<file path="config.mk">
export PLATFORM = sky130hd
export DESIGN_NAME = mem_port_arbiter
export DESIGN_NICKNAME = d
export VERILOG_FILES = /design/src/rtl/mem_port_arbiter.sv
export SDC_FILE = /design/constraint.sdc
export NUM_CORES = 1
export LEC_CHECK = 0
export BUFFER_PORTS_ARGS = -buffer_cell sky130_fd_sc_hd__buf_2
export CAP_MARGIN = 20
export CELL_PAD_IN_SITES_DETAIL_PLACEMENT = 0
export CELL_PAD_IN_SITES_GLOBAL_PLACEMENT = 2
export CORE_MARGIN = 1.5
export CORE_UTILIZATION = 29
export CTS_CLUSTER_SIZE = 10
export DETAILED_ROUTE_END_ITERATION = 12
export PLACE_DENSITY = 0.79
export SLEW_MARGIN = 20
export SYNTH_ARGS = -nofsm -noshare
export SYNTH_HDL_FRONTEND = slang
export SYNTH_SLANG_ARGS = --single-unit
</file>
<file path="constraint.sdc">
create_clock -name clk -period 2.85 [get_ports clk]
set_input_delay 0.285 -clock clk [delete_from_list [all_inputs] [get_ports clk]]
set_output_delay 0.285 -clock clk [all_outputs]
set_load 0.1 [all_outputs]
</file>
<file path="src/rtl/mem_port_arbiter.sv">
// Arbiter sharing one single-ported, fixed-latency memory between the IF and DM ports.
// DM has priority, but a streak limit makes sure a waiting IF request is eventually granted.
module mem_port_arbiter #(
    parameter int unsigned ADDR_W        = 32,
    parameter int unsigned DATA_W        = 32,
    parameter int unsigned WAIT_CYCLES   = 2,
    parameter int unsigned MAX_DM_STREAK = 4
) (
    input  logic              clk,
    input  logic              rst_n,
    input  logic              if_req,
    input  logic [ADDR_W-1:0] if_addr,
    output logic [DATA_W-1:0] if_rdata,
    output logic              if_ack,
    input  logic              dm_req,
    input  logic              dm_we,
    input  logic [ADDR_W-1:0] dm_addr,
    input  logic [DATA_W-1:0] dm_wdata,
    output logic [DATA_W-1:0] dm_rdata,
    output logic              dm_ack,
    output logic              mem_en,
    output logic              mem_we,
    output logic [ADDR_W-1:0] mem_addr,
    output logic [DATA_W-1:0] mem_wdata,
    input  logic [DATA_W-1:0] mem_rdata,
    output logic              stall_if,
    output logic              stall_mem
);

    localparam logic [3:0] WaitCnt   = 4'(WAIT_CYCLES);
    localparam logic [3:0] MaxStreak = 4'(MAX_DM_STREAK);
    localparam logic       OwnerIf   = 1'b0;
    localparam logic       OwnerDm   = 1'b1;

    typedef enum logic [1:0] {
        StIdle = 2'd0,
        StBusy = 2'd1,
        StAck  = 2'd2
    } state_e;

    state_e            state_q, state_d;
    logic [3:0]        cnt_q, cnt_d;
    logic [3:0]        streak_q, streak_d;
    logic              owner_q, owner_d;
    logic              mem_en_q, mem_en_d;
    logic              mem_we_q, mem_we_d;
    logic [ADDR_W-1:0] mem_addr_q, mem_addr_d;
    logic [DATA_W-1:0] mem_wdata_q, mem_wdata_d;
    logic              if_ack_q, if_ack_d;
    logic              dm_ack_q, dm_ack_d;
    logic [DATA_W-1:0] if_rdata_q, if_rdata_d;
    logic [DATA_W-1:0] dm_rdata_q, dm_rdata_d;

    logic grant_dm;
    logic grant_if;

    // DM is the older instruction, so it wins unless it has starved a waiting IF long enough.
    assign grant_dm = dm_req && (!if_req || (streak_q < MaxStreak));
    assign grant_if = !grant_dm && if_req;

    always_comb begin
        state_d     = state_q;
        cnt_d       = cnt_q;
        streak_d    = streak_q;
        owner_d     = owner_q;
        mem_en_d    = mem_en_q;
        mem_we_d    = mem_we_q;
        mem_addr_d  = mem_addr_q;
        mem_wdata_d = mem_wdata_q;
        if_ack_d    = 1'b0;
        dm_ack_d    = 1'b0;
        if_rdata_d  = if_rdata_q;
        dm_rdata_d  = dm_rdata_q;

        unique case (state_q)
            StIdle: begin
                if (!if_req) begin
                    streak_d = '0;
                end
                if (grant_dm) begin
                    state_d     = StBusy;
                    cnt_d       = WaitCnt;
                    owner_d     = OwnerDm;
                    mem_en_d    = 1'b1;
                    mem_we_d    = dm_we;
                    mem_addr_d  = dm_addr;
                    mem_wdata_d = dm_wdata;
                    if (if_req && (streak_q != 4'hF)) begin
                        streak_d = streak_q + 4'd1;
                    end
                end else if (grant_if) begin
                    state_d     = StBusy;
                    cnt_d       = WaitCnt;
                    owner_d     = OwnerIf;
                    mem_en_d    = 1'b1;
                    mem_we_d    = 1'b0;
                    mem_addr_d  = if_addr;
                    mem_wdata_d = '0;
                    streak_d    = '0;
                end
            end
            StBusy: begin
                cnt_d = cnt_q - 4'd1;
                if (cnt_q == 4'd1) begin
                    state_d  = StAck;
                    cnt_d    = '0;
                    mem_en_d = 1'b0;
                    mem_we_d = 1'b0;
                    if (owner_q == OwnerDm) begin
                        dm_ack_d = 1'b1;
                        // Stores leave the load-data register untouched.
                        if (!mem_we_q) begin
                            dm_rdata_d = mem_rdata;
                        end
                    end else begin
                        if_ack_d   = 1'b1;
                        if_rdata_d = mem_rdata;
                    end
                end
            end
            StAck: begin
                state_d = StIdle;
            end
            default: begin
                state_d = StIdle;
            end
        endcase
    end

    always_ff @(posedge clk or negedge rst_n) begin
        if (!rst_n) begin
            state_q     <= StIdle;
            cnt_q       <= '0;
            streak_q    <= '0;
            owner_q     <= OwnerIf;
            mem_en_q    <= 1'b0;
            mem_we_q    <= 1'b0;
            mem_addr_q  <= '0;
            mem_wdata_q <= '0;
            if_ack_q    <= 1'b0;
            dm_ack_q    <= 1'b0;
            if_rdata_q  <= '0;
            dm_rdata_q  <= '0;
        end else begin
            state_q     <= state_d;
            cnt_q       <= cnt_d;
            streak_q    <= streak_d;
            owner_q     <= owner_d;
            mem_en_q    <= mem_en_d;
            mem_we_q    <= mem_we_d;
            mem_addr_q  <= mem_addr_d;
            mem_wdata_q <= mem_wdata_d;
            if_ack_q    <= if_ack_d;
            dm_ack_q    <= dm_ack_d;
            if_rdata_q  <= if_rdata_d;
            dm_rdata_q  <= dm_rdata_d;
        end
    end

    assign mem_en    = mem_en_q;
    assign mem_we    = mem_we_q;
    assign mem_addr  = mem_addr_q;
    assign mem_wdata = mem_wdata_q;
    assign if_ack    = if_ack_q;
    assign dm_ack    = dm_ack_q;
    assign if_rdata  = if_rdata_q;
    assign dm_rdata  = dm_rdata_q;
    assign stall_if  = if_req & ~if_ack_q;
    assign stall_mem = dm_req & ~dm_ack_q;

endmodule

</file>
==> metrics.yaml, run 1 <==
fillCellCount: 1925
final_cell_mix: "buf_2, dfrtp_1, o21ai_0, a21oi_1"
overflow: 0
design.die.area_sq_mm: 0.0213
htree_levels: 4
coreArea_sq_mm: 0.0201
start_util_pct: 29.4
cts-root-buf: "clkbuf_16"
critPathTopFamily: "simple AND/OR/NAND/NOR gates"
fin_nets: 856
numCtsBuffers: 17
ys_ff_latch: 143
wl_per_cell_microns: 16.7
die_h_microns: 146
clkSinkCount: 143
synth.cell_area_sq_mm: 0.00592
multi_input_area_sq_mm: 0.00213
worst_slew_pin_slew_ns: 0.690
postSynthAreaPerCell_sq_um: 12.8
drtAntennaViolNets: 0
drt_iter0_markers: 151
grt_pass1_vias: 5078
clock_path_buffers: 2
via_per_inst: 4.79
setup_tns_ns: 0
fin_crit_ns: 2.46
cp-start-kind: "flop"
antenna_cells: 0
antenna_found_initial: 0
yosys_warnings: 0
clk_pin_slew_ns: 0.07
finalSetupViolations: 0
synthesis.nets: 598
arrival_ns: 2.75
finClkSkew_ns: 0.00727
hp-class: "in2reg"
cts_tree: "done"
critical_path_class: "reg2reg"
crit_fanout: 32
hpwl_mm: 11.7
synth_cells: 462
min_from: "dm_wdata[29]"
ys_seq_area_share_pct: 60.5
mostFrequentLayoutCell: "buf_2"
maxCapViolCount: 0
max-slew-margin-rel_pct: 54.0
cpPeakStageDelay_ns: 0.83
fin_crit_sh_pct: 86.2
ioPinCount: 267
vias: 4806
cpMaxStageDelayCell: "or4b_4"
drv_slew: 0
core.rowCount: 52
hold_viol: 0
layout-drive-gt1-share_pct: 52.1
grt_pass1_wl_mm: 26.9
endpoint_kind: "flop"
grt_max_degree: 73
drcViolationCount: 0
path_cells: "inv_1 > ha_1 > or3b_1 > or4b_4 > mux2_4"
routed_wl_mm: 16.8
crit_required_ns: 3.15
dr.pass1.iters: 4
worstReg2RegStart: "cnt_q[1]"
status: "finished clean"
crit_buf_inv: 1
area_growth_pct: 36.8
gp_congestion: 0.823
register_area_sq_mm: 0.00358
port_buffers: 266
rsz0062_at_grt: "no"
fmax_mhz: 407
dp.cells: 969
finish.utilization_pct: 40.3
grt_usage_pct: 16.1
die_x_microns: 146
stdcell_count: 1003
clk_latency_ns: 0.42
yosysUniqueCellTypes: 33
crit_start: "cnt_q[1]"
post_cts_buffers: 0
-- per-stage QoR --
| step | area, sq um | setup slack [ns] | hold slack [ns] |
|---|---|---|---|
| finish | 8090 | 0.393 | 0.0800 |
| global route | 8090 | 0.285 | 0.0560 |
| CTS | 8080 | 0.398 | 0.0555 |
| detailed placement | 7480 | 0.420 | 0.355 |
| global placement | 7480 | 0.439 | 0.352 |
| floorplan | 5920 | 0.354 | -0.0106 |
-- cells in the mapped netlist --
master,number,area (sq um)
mux2_2,34,383
a2bb2oi_1,1,8.76
nor2_1,4,15.0
and2_1,3,18.8
nor2b_1,2,12.5
a31oi_1,32,200
dfrtp_1,143,3580
or3b_1,1,8.76
o21ai_1,1,5.00
or3_1,2,12.5
ha_1,3,37.5
o21a_1,1,7.51
nor3_2,1,10.0
clkbuf_1,32,120
a21o_1,1,7.51
buf_6,1,11.3
a22o_1,32,280
inv_1,4,15.0
buf_2,4,20.0
nor4bb_1,1,10.0
or4_1,1,7.51
nor3_1,2,10.0
or4b_4,1,13.8
nand3_1,34,170
o21ai_0,36,180
a21oi_1,36,180
nand2b_1,2,12.5
nand2_1,10,37.5
or2_2,2,12.5
mux2_4,30,450
o2bb2ai_1,1,8.76
a2bb2o_1,1,10.0
buf_12,3,60.1
-- final cells by class --
cell class / instances / area share [%]
Sequential cell: 143 / 44.2
Multi-Input combinational cell: 275 / 26.3
Timing Repair Buffer: 279 / 17.9
Clock buffer: 18 / 5.43
Tap cell: 270 / 4.17
Clock inverter: 14 / 1.82
Inverter: 4 / 0.186
-- logic make-up after synthesis --
group                    after synthesis  synth area share, %
flip-flops                           143                 60.5
AO/OA/AOI/OAI                        142                 15.0
AND/OR/NAND/NOR                       66                 5.94
multiplexers                          64                 14.1
buffers and inverters                 44                 3.83
adder cells (fa/ha/maj)                3                0.635
-- sequential cells by signal, summed over array words and instances, names as in the netlist, 2 cells and up --
signal and count:
dm_rdata 32, if_rdata 32, mem_addr 32, mem_wdata 32, cnt_q 4, streak_q 4
state_q 2
-- per-layer routing --
| metal | GRT usage, % | part of all wire (%) | up-vias |
|---|---|---|---|
| met5 | 0 | 0 | - |
| met4 | 5.66 | 1.1 | 0 |
| met3 | 4.23 | 7.4 | 11 |
| met2 | 26.7 | 48 | 219 |
| met1 | 20.3 | 44 | 2363 |
| li1 | - | - | 2213 |
-- worst register-to-register path: stages (launching register included) --
cell and delay, ns:
dfrtp_1 0.39, inv_1 0.08, ha_1 0.13, or3b_1 0.48
or4b_4 0.83, mux2_4 0.43
-- worst paths after layout --
kind | to | slack (ns) | cells past startpoint
min | mem_wdata[29] | 0.08 | 2
min reg2reg | if_rdata[23] | 0.50 | 1
max reg2reg | dm_rdata[3] | 0.39 | 5
max in group asynchronous | dm_rdata[10] | 1.50 | 3
max | dm_rdata[3] | 0.39 | 5
min in group asynchronous | if_rdata[27] | 0.45 | 2
-- repair_timing --
action / 4_1_cts / 5_1_grt
endpoints found under the setup margin: 0 / 0
resized for setup: 0 / 0
hold endpoints to repair: 69 / 0
hold buffers: 1 / 0
Power of run 1 is not shown: default switching activity piles up to over one toggle a cycle in this logic, so the estimate is an artifact.
==> inputs of run 2 (changes only) <==
Settings changed: SETUP_SLACK_MARGIN set to 0.4.
==> run 2 against run 1 <==
First-iteration DRC count grew 1.3%. Setup slack gained 0.074 ns. Fmax grew 3.1%. Count of clock-buffer cells in the layout shrank 1. Non-clock buffer count up 1. Global-route usage is 0.099 points lower. Critical path depth unchanged. Largest cell class unchanged. Highest routed layer unchanged.
==> metrics.yaml, run 2 (synthesis gave the netlist of run 1 again) <==
antenna_cells: 0  # unchanged
clk_pin_slew_ns: 0.07  # about the same
stdcell_count: 1005  # +0.20%
overflow: 0  # unchanged
hpwl_mm: 11.6  # -0.84%
fin_crit_ns: 2.38  # -0.0739 ns
wl_met2_mm: 7.87  # -1.2%
hp-class: "in2reg"
crit_buf_inv: 1  # unchanged
antenna_found_initial: 0  # unchanged
dr_wl_met3_mm: 1.11  # -10%
grt_pass1_vias: 4849  # -4.5%
grt_pass1_wl_mm: 26.6  # -1.4%
dr.pass1.iters: 4  # unchanged
drtAntennaViolNets: 0  # unchanged
final_cell_mix: "buf_2, dfrtp_1, o21ai_0, a21oi_1"
fillCellCount: 1957  # +1.7%
area_growth_pct: 37.6
design.die.area_sq_mm: 0.0213  # unchanged
max-slew-margin-rel_pct: 53.0  # -1.0 points
start_util_pct: 29.4  # unchanged
drt_iter0_markers: 153  # +1.3%
numCtsBuffers: 17  # unchanged
register_area_sq_mm: 0.00358  # unchanged
port_buffers: 266  # unchanged
critPathTopFamily: "simple AND/OR/NAND/NOR gates"
m1WireLength_mm: 7.48  # +1.6%
endpoint_kind: "flop"
maxCapViolCount: 0  # unchanged
multi_input_area_sq_mm: 0.00214  # +0.71%
finClkSkew_ns: 0.00993  # +0.00266 ns
worst_slew_pin_slew_ns: 0.705  # +0.0149 ns
die_x_microns: 146  # unchanged
cts_tree: "done"
fmax_mhz: 420  # +3.1%
clock_path_buffers: 2  # unchanged
gp_congestion: 0.793  # -3.6%
clkSinkCount: 143  # unchanged
critical_path_class: "reg2reg"
cpMaxStageDelayCell: "or4b_4"
grt_max_degree: 77  # +5.5%
finalSetupViolations: 0  # unchanged
vias: 4811  # +0.10%
grt_usage_pct: 16.0  # -0.099 points
mostFrequentLayoutCell: "buf_2"
coreArea_sq_mm: 0.0201  # unchanged
core.rowCount: 52  # unchanged
finish.utilization_pct: 40.5  # +0.23 points
layout-drive-gt1-share_pct: 52.2  # +0.13 points
clk_latency_ns: 0.42  # about the same
rsz0062_at_grt: "no"
cp-start-kind: "flop"
arrival_ns: 2.68  # -0.07 ns
ioPinCount: 267  # unchanged
path_cells: "inv_1 > ha_1 > or3b_1 > or4b_4 > mux2_4"
routed_wl_mm: 16.8  # about the same
hold_viol: 0  # unchanged
routed.top_layer: "met4"
cpPeakStageDelay_ns: 0.74  # -0.09 ns
via_per_inst: 4.79  # about the same
crit_required_ns: 3.14  # about the same
drv_slew: 0  # unchanged
die_h_microns: 146  # unchanged
setup_tns_ns: 0  # unchanged
crit_fanout: 16  # -50%
drcViolationCount: 0  # unchanged
cts-root-buf: "clkbuf_16"
fin_nets: 858  # +0.23%
status: "finished clean"
post_cts_buffers: 0  # unchanged
fin_crit_sh_pct: 83.6  # -2.6 points
htree_levels: 4  # unchanged
dp.cells: 971  # +0.21%
wl_per_cell_microns: 16.7  # -0.11%
run 2: cell count changes in the layout (fill, tap and decap cells not counted), sizes merged:
cell      previous run  this run
buf                278       279
bufinv               1         2
clkbuf              18        17
clkinvlp             2         1
inv                 11        12
or4b                 1         2
run 2: layout make-up:
class | count | share of cell area [%]
Clock buffer | 17 | 5.23
Clock inverter | 15 | 2.37
Inverter | 4 | 0.184
Multi-Input combinational cell | 276 | 26.3
Sequential cell | 143 | 44.0
Tap cell | 270 | 4.15
Timing Repair Buffer | 280 | 17.8
run 2: routing by layer:
metal / global-route usage (%) / vias up
met5: 0 / -
met4: 5.66 / 0
met3: 4.51 / 25
met2: 26.0 / 216
met1: 20.4 / 2343
li1: - / 2227
run 2: timing repair:
| action | CTS | global route |
|---|---|---|
| hold buffers | 1 | 0 |
| endpoints found under the setup margin | 23 | 0 |
| resized for setup | 1 | 0 |
| hold endpoints to repair | 73 | 0 |
run 2: metrics by stage:
step | area, sq um | hold slack (ns) | setup WS, ns
floorplan | 5920 | -0.0106 | 0.425
global placement | 7500 | 0.360 | 0.447
detailed placement | 7500 | 0.372 | 0.389
CTS | 8140 | 0.0557 | 0.486
global route | 8140 | 0.0595 | 0.408
finish | 8140 | 0.0783 | 0.467
run 2: final timing paths:
kind	startpoint	endpoint	slack (ns)	cells after the start
min in group asynchronous	rst_n	dm_rdata[25]	0.48	2
min reg2reg	streak_q[1]	streak_q[1]	0.50	2
max	cnt_q[1]	dm_rdata[5]	0.47	5
min	dm_wdata[11]	mem_wdata[11]	0.08	2
max in group asynchronous	rst_n	if_rdata[20]	1.53	3
max reg2reg	cnt_q[1]	dm_rdata[5]	0.47	5
Power of run 2 is left out for the same reason.
